### src/rtl/full_adder_pkg.sv
// Shared constants and the 1-bit full-adder equation used by the adder cell
// and by reference models.
package full_adder_pkg;
  localparam int FA_MAX_WIDTH = 64;

  // Returns {carry, sum}.
  function automatic logic [1:0] fa_bit(input logic a, input logic b, input logic c);
    return {(a & b) | (c & (a ^ b)), a ^ b ^ c};
  endfunction
endpackage

### src/rtl/full_adder_if.sv
// Operand/result bundle of the registered ripple-carry adder.
// Port ovf exists only when FULL_ADDER_OVF_EN is defined.
interface full_adder_if #(parameter int WIDTH = 1);
  logic             in_valid;
  logic [WIDTH-1:0] x;
  logic [WIDTH-1:0] y;
  logic             cin;
  logic [WIDTH-1:0] Sum;
  logic             Cout;
  logic             out_valid;
`ifdef FULL_ADDER_OVF_EN
  logic             ovf;
`endif

  modport master (
    output in_valid, x, y, cin,
    input  Sum, Cout, out_valid
`ifdef FULL_ADDER_OVF_EN
    , input ovf
`endif
  );

  modport slave (
    input  in_valid, x, y, cin,
    output Sum, Cout, out_valid
`ifdef FULL_ADDER_OVF_EN
    , output ovf
`endif
  );
endinterface

### src/rtl/full_adder_bit.sv
// Purely combinational 1-bit full-adder cell; one link of the ripple chain.
module full_adder_bit
  import full_adder_pkg::*;
(
  input  logic a,
  input  logic b,
  input  logic ci,
  output logic s,
  output logic co
);
  assign {co, s} = fa_bit(a, b, ci);
endmodule

### src/rtl/full_adder.sv
// Registered WIDTH-bit ripple-carry adder: {Cout,Sum} <= x + y + cin on enabled edges.
// Optional registered signed overflow output under FULL_ADDER_OVF_EN.
module full_adder
  import full_adder_pkg::*;
#(
  parameter int WIDTH = 1
) (
  input logic       clk,
  input logic       rst,
  full_adder_if.slave bus
);
  if (WIDTH < 1 || WIDTH > FA_MAX_WIDTH) begin : g_width_check
    $error("full_adder: WIDTH=%0d outside 1..%0d", WIDTH, FA_MAX_WIDTH);
  end

  logic [WIDTH:0]   c;
  logic [WIDTH-1:0] s;

  assign c[0] = bus.cin;

  for (genvar i = 0; i < WIDTH; i++) begin : g_chain
    full_adder_bit u_bit (
      .a (bus.x[i]),
      .b (bus.y[i]),
      .ci(c[i]),
      .s (s[i]),
      .co(c[i+1])
    );
  end

  // Result registers load only on valid edges, so idle-cycle operand garbage never reaches them.
  always_ff @(posedge clk or posedge rst) begin
    if (rst) begin
      bus.Sum       <= '0;
      bus.Cout      <= 1'b0;
      bus.out_valid <= 1'b0;
`ifdef FULL_ADDER_OVF_EN
      bus.ovf       <= 1'b0;
`endif
    end else begin
      bus.out_valid <= bus.in_valid;
      if (bus.in_valid) begin
        bus.Sum  <= s;
        bus.Cout <= c[WIDTH];
`ifdef FULL_ADDER_OVF_EN
        bus.ovf  <= c[WIDTH] ^ c[WIDTH-1];
`endif
      end
    end
  end
endmodule

### src/flat_wrapper.sv
// flat-port wrapper written by rule: the top's interface ports become plain ports
module full_adder_flat import full_adder_pkg::*;
#(
  parameter int WIDTH = 1
)
  (clk, rst, bus_in_valid, bus_x, bus_y, bus_cin, bus_Sum, bus_Cout, bus_out_valid);
  full_adder_if #(.WIDTH(WIDTH)) bus_i ();
  input logic clk;
  input logic rst;
  input wire logic [$bits(bus_i.in_valid)-1:0] bus_in_valid;
  input wire logic [$bits(bus_i.x)-1:0] bus_x;
  input wire logic [$bits(bus_i.y)-1:0] bus_y;
  input wire logic [$bits(bus_i.cin)-1:0] bus_cin;
  output wire logic [$bits(bus_i.Sum)-1:0] bus_Sum;
  output wire logic [$bits(bus_i.Cout)-1:0] bus_Cout;
  output wire logic [$bits(bus_i.out_valid)-1:0] bus_out_valid;
  assign bus_i.in_valid = bus_in_valid;
  assign bus_i.x = bus_x;
  assign bus_i.y = bus_y;
  assign bus_i.cin = bus_cin;
  assign bus_Sum = bus_i.Sum;
  assign bus_Cout = bus_i.Cout;
  assign bus_out_valid = bus_i.out_valid;
  full_adder #(.WIDTH(WIDTH)) u_core (.clk(clk), .rst(rst), .bus(bus_i));
endmodule
### config.mk
export PLATFORM = sky130hd
export DESIGN_NAME = full_adder_flat
export DESIGN_NICKNAME = d
export VERILOG_FILES = /design/src/rtl/full_adder_pkg.sv /design/src/rtl/full_adder_if.sv /design/src/rtl/full_adder_bit.sv /design/src/rtl/full_adder.sv /design/src/flat_wrapper.sv
export SDC_FILE = /design/constraint.sdc
export NUM_CORES = 1
export LEC_CHECK = 0
export BUFFER_PORTS_ARGS = -buffer_cell sky130_fd_sc_hd__buf_4
export CAP_MARGIN = 20
export CORE_AREA = 3 3 40 42
export CTS_CLUSTER_DIAMETER = 30
export DETAILED_ROUTE_END_ITERATION = 12
export DIE_AREA = 0 0 43 45
export GPL_TIMING_DRIVEN = 0
export PLACE_DENSITY = 0.33
export SLEW_MARGIN = 20
export SYNTH_ARGS = -nofsm -noshare
export SYNTH_HDL_FRONTEND = slang
export SYNTH_SLANG_ARGS = --single-unit
### constraint.sdc
create_clock -name clk -period 0.9 [get_ports clk]
set_input_delay 0.09 -clock clk [delete_from_list [all_inputs] [get_ports clk]]
set_output_delay 0.09 -clock clk [all_outputs]
set_load 0.02 [all_outputs]
==> metrics.cfg <==
[yosys]
synth_edf_count = 0
ys.warnings.count = 0
ys_seq_area_share_pct = 61.9
synth_seq_cells = 3
synth_fp_nets = 14
ys_types = 4
yosys.area.top_type = dfrtp_1
ys.flop_type = dfrtp_1
synth.most_common_cell = dfrtp_1
avgSynthCellArea_um2 = 17.3
synthTopCellsByCount = dfrtp_1, mux2_2, fa_1, inv_1
netlist.area_leader.share_pct = 61.9
synthTopCellsByArea = dfrtp_1, mux2_2, fa_1
synth_cells = 7
synthArstFlopShare_pct = 100
syn_area_um2 = 121

[power_and_ir_drop]
vdd_drop_max_mv = 0.308
power_leakage_nw = 0.117
powerDensity_nw_per_um2 = 2000
total_power_mw = 0.494

[global_routing]
grt_max_degree = 4
met3_usage_pct = 6.77
gr-total-overflow = 0
grt_pass1_vias = 132
grt_pass1_wl_um = 524
grt.met1_usage_pct = 3.66
antenna_found_initial = 0
grt_usage_pct = 4.77
grt_use_met2_pct = 3.89
top_usage_layer = met4

[clock_network]
cts_num_sinks = 3
clk_transition_reported_paths_ns = 0.04
clk_latency_ns = 0.23
cts_max_path_buffers = 2
post_cts_resized = 0
cts_tree = yes
cts_buffers = 3
cts_setup_buffers = 0
cts_root_buffer = clkbuf_4
cts_htree_levels = 1
postCtsHoldBufs = 2

[floorplan]
die-area_um2 = 1940
start_util_pct = 9.44
rows = 13
coreArea_um2 = 1280
dieWidth_um = 43
dieHeight_um = 45
ioPinCount = 9

[worst_setup_path]
slowest_delay_ns = 0.37
path_max_fanout = 2
reg2reg_depth = 1
startpoint = u_core.bus.Cout$_DFFE_PP0P_
r2r_setup_slack_ns = 0.16
timing.critical_path.slowest_stage_cell = dfrtp_1
worstPathCellList = buf_4
crit_cells = 1
crit_family = flip-flops
crit_required_ns = 0.81
reg2reg_from = u_core.bus.Cout$_DFFE_PP0P_
start_kind = flop
critPathCaptureType = output pin
crit_path_end = bus_Cout
worst-setup-path-type = reg2out
timing.rr.end = u_core.bus.Cout$_DFFE_PP0P_
crit_arrival_ns = 0.76
cp.buffers_inverters = 1

[layout]
final_cell_area_um2 = 246
drive_above_1_share_pct = 61.9
final_util_pct = 19.2
antennaDiodeCount = 0
syn_to_final_growth_pct = 103
fill_cells = 144
final_nets = 29

[timing]
slew_viol_final = 0
final.setup_skew_ns = 0
finalSetupViolations = 0
rsz0062_at_grt = false
final.min_clock_period_ns = 0.847
max_slew_margin_pct = 92.7
worst_pin_slew_ns = 0.110
timing.fmax_mhz = 1180
hold_violations = 0
fin_crit_sh_pct = 94.2
fin_tns_setup_ns = 0

[routing]
ant_nets = 0
wirelength_um = 323
drt_first_pass_iters = 1
routed-via-count = 108
avgRoutedWirePerCell_um = 8.97
drt_iter0_markers = 0
drc = 0
via_per_inst = 3.00

[place]
portBuffers = 8
place.gp.congestion = 0.650
placed_cell_area_um2 = 200

[min_path]
hold_depth = 2
hp-class = in2reg

[job]
cap_violations = 0

[outcome]
status = completed

metal layers:
metal | up-vias | share of wire (%)
li1 | 51 | -
met2 | 9 | 38
met1 | 48 | 38
met3 | 0 | 24
met4 | 0 | 0
met5 | - | 0
logic make-up (layout without fill, tap and decap cells):
family	count (synthesis)	count (layout)	share of synthesized area, %
DFF	3	3	61.9
muxes	2	2	18.6
adders and majority gates	1	1	16.5
buffers and inverters	1	15	3.09
state kept, by name, indices dropped and copies added, names as in the netlist:
signal,cells
u_core.bus.Cout,1
u_core.bus.out_valid,1
u_core.bus.Sum,1
cells in the final DEF, fill, tap and decap left out:
cell	instances
buf_4	8
clkbuf_1	1
dfrtp_1	3
fa_1	1
inv_1	1
clkbuf_4	3
dlygate4sd3_1	2
mux2_2	2
stage by stage:
step	worst slack [ns]	instances	hold WS [ns]
finish	0.0525	36	0.134
global route	0.0212	36	0.131
CTS	0.0393	36	0.123
detailed placement	-0.164	30	-0.0319
global placement	-0.161	30	-0.0290
floorplan	-0.0159	7	-0.156
how the worst min path moves through the flow:
stage,start,to
2_1_floorplan,rst,u_core.bus.Cout$_DFFE_PP0P_
6_report,bus_in_valid,u_core.bus.Cout$_DFFE_PP0P_
3_3_place_gp,rst,u_core.bus.Sum$_DFFE_PP0P_
4_1_cts,bus_in_valid,u_core.bus.Cout$_DFFE_PP0P_
5_1_grt,bus_in_valid,u_core.bus.Sum$_DFFE_PP0P_
3_5_place_dp,rst,u_core.bus.Cout$_DFFE_PP0P_
where the power goes:
part / switching (mW) / leakage [nW] / total [mW] / internal [mW]
registers: 0.00771 / 0.0350 / 0.160 / 0.153
clock network: 0.0678 / 0.0150 / 0.234 / 0.166
logic: 0.0444 / 0.0673 / 0.0997 / 0.0553
total: 0.120 / 0.117 / 0.494 / 0.374
cell type report:
cell class	instances	area [um^2]	area share, %
repair buffers	10	80.1	32.5
flip-flops and latches	3	75.1	30.5
multi-input cells	3	42.5	17.3
clock buffers	4	26.3	10.7
well taps	15	18.8	7.61
inverters	1	3.75	1.52
Power figures use the tool's default switching activity.
